`src/rtl/stream_source_pkg.sv`:
```
// Shared types and defaults for the stream_source test-pattern producer.
// Optional feature macro used by the top: STREAM_SOURCE_STALL_STATS_EN.
package stream_source_pkg;

    localparam int unsigned DATA_W_DEF = 64;
    localparam int unsigned CNT_W_DEF  = 16;

    typedef enum logic [1:0] {
        IDLE = 2'd0,
        EMIT = 2'd1,
        EOS  = 2'd2,
        DONE = 2'd3
    } state_t;

    typedef struct packed {
        logic [DATA_W_DEF-1:0] field0;
        logic                  field1;
    } stream_elem_t;

endpackage

```
`src/rtl/stream_source_seq.sv`:
```
// Arithmetic-sequence datapath: holds the running value, step and remaining count.
module stream_source_seq
    import stream_source_pkg::*;
#(
    parameter int unsigned DATA_W = DATA_W_DEF,
    parameter int unsigned CNT_W  = CNT_W_DEF
) (
    input  logic              clock,
    input  logic              reset,
    input  logic              load,
    input  logic              advance,
    input  logic [DATA_W-1:0] start,
    input  logic [DATA_W-1:0] step,
    input  logic [CNT_W-1:0]  count,
    output logic [DATA_W-1:0] value_next,
    output logic              last,
    output logic              empty
);

    logic [DATA_W-1:0] value;
    logic [DATA_W-1:0] step_q;
    logic [CNT_W-1:0]  remaining;

    always_ff @(posedge clock or negedge reset) begin
        if (!reset) begin
            value     <= '0;
            step_q    <= '0;
            remaining <= '0;
        end else if (load) begin
            value     <= start;
            step_q    <= step;
            remaining <= count;
        end else if (advance) begin
            value     <= value_next;
            remaining <= remaining - CNT_W'(1);
        end
    end

    // Wrap modulo 2^DATA_W is the natural truncation of the sum.
    assign value_next = value + step_q;
    assign last       = (remaining == CNT_W'(1));
    assign empty      = (count == '0);

endmodule

```
`src/rtl/stream_source.sv`:
```
// Handshaked stream producer: one start token -> COUNT data elements, EOS, done token.
// Optional stall-cycle statistics output enabled by STREAM_SOURCE_STALL_STATS_EN.
module stream_source
    import stream_source_pkg::*;
#(
    parameter int unsigned DATA_W = DATA_W_DEF,
    parameter int unsigned CNT_W  = CNT_W_DEF
) (
    input  logic              clock,
    input  logic              reset,
    input  logic              inCtrl_valid,
    output logic              inCtrl_ready,
    input  logic [DATA_W-1:0] cfg_start,
    input  logic [DATA_W-1:0] cfg_step,
    input  logic [CNT_W-1:0]  cfg_count,
    output logic              out0_valid,
    input  logic              out0_ready,
    output logic [DATA_W-1:0] out0_data_field0,
    output logic              out0_data_field1,
    output logic              outCtrl_valid,
    input  logic              outCtrl_ready,
    output logic              busy
`ifdef STREAM_SOURCE_STALL_STATS_EN
    ,
    output logic [31:0]       stall_cycles
`endif
);

    state_t            state;
    logic              in_hs;
    logic              out_hs;
    logic              seq_advance;
    logic [DATA_W-1:0] value_next;
    logic              last;
    logic              empty;

    assign in_hs       = inCtrl_valid && inCtrl_ready;
    assign out_hs      = out0_valid && out0_ready;
    assign seq_advance = (state == EMIT) && out_hs;

    stream_source_seq #(
        .DATA_W (DATA_W),
        .CNT_W  (CNT_W)
    ) u_seq (
        .clock      (clock),
        .reset      (reset),
        .load       (in_hs),
        .advance    (seq_advance),
        .start      (cfg_start),
        .step       (cfg_step),
        .count      (cfg_count),
        .value_next (value_next),
        .last       (last),
        .empty      (empty)
    );

    // Outputs are registered; each transition loads the values of the state being entered.
    always_ff @(posedge clock or negedge reset) begin
        if (!reset) begin
            state            <= IDLE;
            inCtrl_ready     <= 1'b0;
            out0_valid       <= 1'b0;
            out0_data_field0 <= '0;
            out0_data_field1 <= 1'b0;
            outCtrl_valid    <= 1'b0;
            busy             <= 1'b0;
        end else begin
            case (state)
                IDLE: begin
                    if (in_hs) begin
                        inCtrl_ready <= 1'b0;
                        busy         <= 1'b1;
                        out0_valid   <= 1'b1;
                        if (empty) begin
                            state            <= EOS;
                            out0_data_field0 <= '0;
                            out0_data_field1 <= 1'b1;
                        end else begin
                            state            <= EMIT;
                            out0_data_field0 <= cfg_start;
                            out0_data_field1 <= 1'b0;
                        end
                    end else begin
                        inCtrl_ready <= 1'b1;
                    end
                end
                EMIT: begin
                    if (out_hs) begin
                        if (last) begin
                            state            <= EOS;
                            out0_data_field0 <= '0;
                            out0_data_field1 <= 1'b1;
                        end else begin
                            out0_data_field0 <= value_next;
                        end
                    end
                end
                EOS: begin
                    if (out_hs) begin
                        state            <= DONE;
                        out0_valid       <= 1'b0;
                        out0_data_field1 <= 1'b0;
                        outCtrl_valid    <= 1'b1;
                    end
                end
                DONE: begin
                    if (outCtrl_valid && outCtrl_ready) begin
                        state         <= IDLE;
                        outCtrl_valid <= 1'b0;
                        busy          <= 1'b0;
                        inCtrl_ready  <= 1'b1;
                    end
                end
                default: state <= IDLE;
            endcase
        end
    end

`ifdef STREAM_SOURCE_STALL_STATS_EN
    always_ff @(posedge clock or negedge reset) begin
        if (!reset) begin
            stall_cycles <= '0;
        end else if (in_hs) begin
            stall_cycles <= '0;
        end else if (out0_valid && !out0_ready && (stall_cycles != '1)) begin
            stall_cycles <= stall_cycles + 32'd1;
        end
    end
`endif

endmodule

```
`config.mk`:
```
export PLATFORM = sky130hd
export DESIGN_NAME = stream_source
export DESIGN_NICKNAME = d
export VERILOG_FILES = /design/src/rtl/stream_source_pkg.sv /design/src/rtl/stream_source_seq.sv /design/src/rtl/stream_source.sv
export SDC_FILE = /design/constraint.sdc
export NUM_CORES = 1
export LEC_CHECK = 0
export ABC_CLOCK_PERIOD_IN_PS = 8800
export BUFFER_PORTS_ARGS = -buffer_cell sky130_fd_sc_hd__buf_4
export CAP_MARGIN = 30
export CORE_UTILIZATION = 43
export CTS_CLUSTER_SIZE = 25
export DETAILED_ROUTE_END_ITERATION = 8
export GPL_TIMING_DRIVEN = 0
export SLEW_MARGIN = 20
export SYNTH_ARGS = -nofsm -noshare
export SYNTH_HDL_FRONTEND = slang
export SYNTH_SLANG_ARGS = --single-unit
```
`constraint.sdc`:
```
create_clock -name clock -period 8.8 [get_ports clock]
set_clock_uncertainty 0.1 [all_clocks]
set_input_delay 2.64 -clock clock [delete_from_list [all_inputs] [get_ports clock]]
set_output_delay 2.64 -clock clock [all_outputs]
set_load 0.01 [all_outputs]
```
==> flow_metrics.py <==
metrics = {
    "status": {
        "status": "complete, no violations",
    },
    "route": {
        "firstDrtPassIters": 5,
        "vias_per_cell": 5.80,
        "post_drt_wl_per_cell_um": 21.5,
        "wirelength_um": 50400,
        "vias": 13600,
        "drc": 0,
        "ant_nets": 0,
        "drt_iter0_markers": 1112,
    },
    "synthesis": {
        "synth_seq_cells": 215,
        "syn_avg_cell_area_um2": 8.11,
        "synth_area_leader_cell": "dfrtp_1",
        "yosys.cell_types.count": 78,
        "synth_edf_count": 0,
        "synthTopCellsByArea": "dfrtp_1 39%, nand2_1 11%, ha_1 6.3%",
        "synth_cells": 1681,
        "yosysWarnings": 0,
        "yosysTopAreaCellShare": 0.395,
        "synthArstFlopShare": 1.00,
        "ys_seq_area_frac": 0.395,
        "syn_nets": 1900,
        "syn_area_mm2": 0.0136,
        "synthFlopType": "dfrtp_1",
    },
    "critical_path": {
        "cp_top_family": "simple AND/OR/NAND/NOR gates",
        "cp_slowest_cell": "nor2_1",
        "critPathRequiredTime_ps": 9170,
        "critPathKind": "in -> reg",
        "cpPeakStageDelay_ps": 810,
        "rr_startpoint": "u_seq.step_q[0]",
        "rr_worst_depth": 12,
        "cp.arrival_ps": 5700,
        "r2r_end": "u_seq.value[58]",
        "rrSetupSlack_ps": 4780,
        "critical_path.max_fanout": 10,
        "cp_num_buf_inv": 3,
        "end_kind": "flop",
        "critPathLaunchType": "primary input",
        "path_common_cell": "nor2_1",
        "path_cells": "buf_4 > nand2_1 > nor2_1 > nor2_1 > nor2_1 > clkbuf_1 > clkbuf_1 > nor2_1 > nor2_1",
    },
    "sta": {
        "fin_crit_ps": 5330,
        "rsz0062_at_grt": "false",
        "drv_slew": 0,
        "finalSetupViolCount": 0,
        "worstMarginPinSlew_ps": 1070,
        "fin_crit_sh": 0.606,
        "max_freq_mhz": 187,
        "hold_viol_final": 0,
        "slew_headroom": 0.285,
        "fin_setup_tns_ps": 0,
        "hold_ws_ps": 384,
    },
    "die": {
        "initial_core_util": 0.441,
        "num_io_pins": 218,
        "rows": 64,
        "die_height_um": 180,
        "fp.coreArea_mm2": 0.0309,
        "die_w_um": 180,
        "fp.dieArea_mm2": 0.0324,
    },
    "global_route": {
        "track_usage": 0.309,
        "antenna_found_initial": 1,
        "grt_pass1_wl_um": 77400,
        "grt_max_degree": 93,
        "grt_overflow": 0,
        "grt_pass1_vias": 13000,
    },
    "place": {
        "portBuffers": 217,
        "gp_routability_congestion": 0.959,
        "placed_cell_area_mm2": 0.0158,
        "post-dp-hpwl_um": 37800,
    },
    "min_path": {
        "holdPathEnd": "out0_data_field0[59]",
        "hold_class": "reg -> reg",
        "hold_start": "out0_data_field0[59]",
        "hold_depth": 2,
    },
    "final_layout": {
        "diodes": 0,
        "n_fill_cell": 3018,
        "synthToLayoutAreaGrowth_pct": 22.5,
        "final_area_mm2": 0.0167,
        "final_net_count": 2148,
        "drive_above_1_share": 0.161,
    },
    "run": {
        "cap_violations": 0,
    },
    "cts": {
        "h-tree-depth": 1,
        "cts_buffers": 26,
        "cts_tree": "yes",
        "clock_latency_ps": 550,
        "root_buffer": "clkbuf_16",
        "postCtsResizedCells": 0,
        "clock_sinks": 215,
        "cts_setup_buffers": 0,
        "clkTransAtPathRegs_ps": 60,
        "cts_buffer_depth": 3,
        "ctsHoldBuffers": 0,
    },
    "power_and_ir_drop": {
        "peakVddDrop_v": 0.000178,
        "p_leak_nw": 8.09,
        "power.density_mw_per_mm2": 180,
    },
}
-- cells by family (layout without fill, tap and decap cells) --
logic type	Yosys count	after routing	share of synthesized area
buf+inv	130	397	0.0505
xor+xnor	67	67	0.0430
mux	14	14	0.0103
flops	215	215	0.395
compound gates	442	442	0.203
simple gates	743	743	0.234
fa+ha+maj	70	70	0.0648
-- per-layer routing --
metal	part of all wire	GRT usage
met4	0.028	0.0872
met3	0.073	0.0424
met5	0	0
met1	0.47	0.454
met2	0.43	0.472
-- synth_stat cells, drive strengths merged (3+ instances only) --
| cell type | instances |
|---|---|
| a211o | 3 |
| nand2b | 4 |
| and2 | 6 |
| a21o | 40 |
| or3 | 7 |
| nand3 | 45 |
| nand4 | 22 |
| a21boi | 6 |
| a211oi | 5 |
| a31oi | 39 |
| and3 | 34 |
| ha | 69 |
| o21a | 5 |
| nor2b | 7 |
| a221oi | 32 |
| inv | 26 |
| a2111oi | 5 |
| o211ai | 6 |
| and4 | 6 |
| dfrtp | 215 |
| or2 | 3 |
| xnor2 | 47 |
| nand2 | 388 |
| nor4 | 8 |
| xor2 | 20 |
| clkbuf | 92 |
| o31ai | 5 |
| a21oi | 151 |
| o21ai | 113 |
| nor3 | 25 |
| nor2 | 178 |
| mux2i | 14 |
| buf | 12 |
| o21bai | 14 |
-- through the flow --
step | worst slack (ps) | utilization | std cells | power, mW
after global routing | 3370 | 0.540 | 2344 | 3.13
after detailed placement | 3030 | 0.512 | 2296 | 1.89
final | 3470 | 0.540 | 2344 | 3.00
after CTS | 3600 | 0.540 | 2343 | 3.00
after global placement | 3130 | 0.510 | 2294 | 1.88
after floorplan | 4590 | - | 1681 | 1.63
-- report_power, final --
part | switching (mW) | total (mW) | internal [mW]
Sequential | 0.0452 | 1.09 | 1.05
Clock | 0.449 | 1.11 | 0.658
Combinational | 0.486 | 0.797 | 0.311
Total | 0.980 | 3.00 | 2.02
-- how the worst max path moves through the flow --
stage,endpoint,slack [ps],startpoint,cells after the start
after floorplan,u_seq.remaining[11],4590,out0_ready,7
after global placement,out0_data_field0[40],3130,out0_ready,9
after detailed placement,out0_data_field0[25],3030,out0_ready,9
after CTS,out0_data_field0[25],3600,out0_ready,9
after global routing,out0_data_field0[11],3370,out0_ready,9
final,out0_data_field0[25],3470,out0_ready,9
-- area by class of cell --
class	count	area [µm²]	share of cell area
buffer	104	591	0.0354
clock buffer	37	763	0.0457
clock inverter	10	104	0.00622
inverter	26	97.6	0.00585
multi-input combinational	1336	7560	0.453
sequential	215	5380	0.322
tap	396	495	0.0297
timing repair buffer	220	1700	0.102
-- worst register-to-register path, cell delays in order (launching register included) --
cell	delay, ps
dfrtp_1	390
ha_1	240
fa_1	430
a21oi_1	220
o22ai_1	140
o21ai_0	290
nand3_1	290
a31oi_1	580
o2111ai_1	350
a31oi_1	320
o21ai_0	140
xnor2_1	260
o21ai_0	130
-- registers in the layout, indices dropped and copies added (netlist names) --
| signal | cells |
|---|---|
| outCtrl_valid | 1 |
| u_seq.value | 64 |
| out0_data_field1 | 1 |
| u_seq.remaining | 16 |
| state | 2 |
| u_seq.step_q | 64 |
| inCtrl_ready | 1 |
| busy | 1 |
| out0_valid | 1 |
| out0_data_field0 | 64 |
-- placed cells by master, fill, tap and decap left out, drive strengths merged, types with 20 or more instances in the layout --
| cell type | instances |
|---|---|
| xor2 | 20 |
| a21oi | 151 |
| a21o | 40 |
| clkbuf | 129 |
| o21ai | 113 |
| a221oi | 32 |
| inv | 26 |
| nor3 | 25 |
| nand4 | 22 |
| and3 | 34 |
| ha | 69 |
| nand2 | 388 |
| a31oi | 39 |
| buf | 232 |
| nor2 | 178 |
| xnor2 | 47 |
| nand3 | 45 |
| dfrtp | 215 |
No activity file was read; power rests on OpenSTA's default activity.
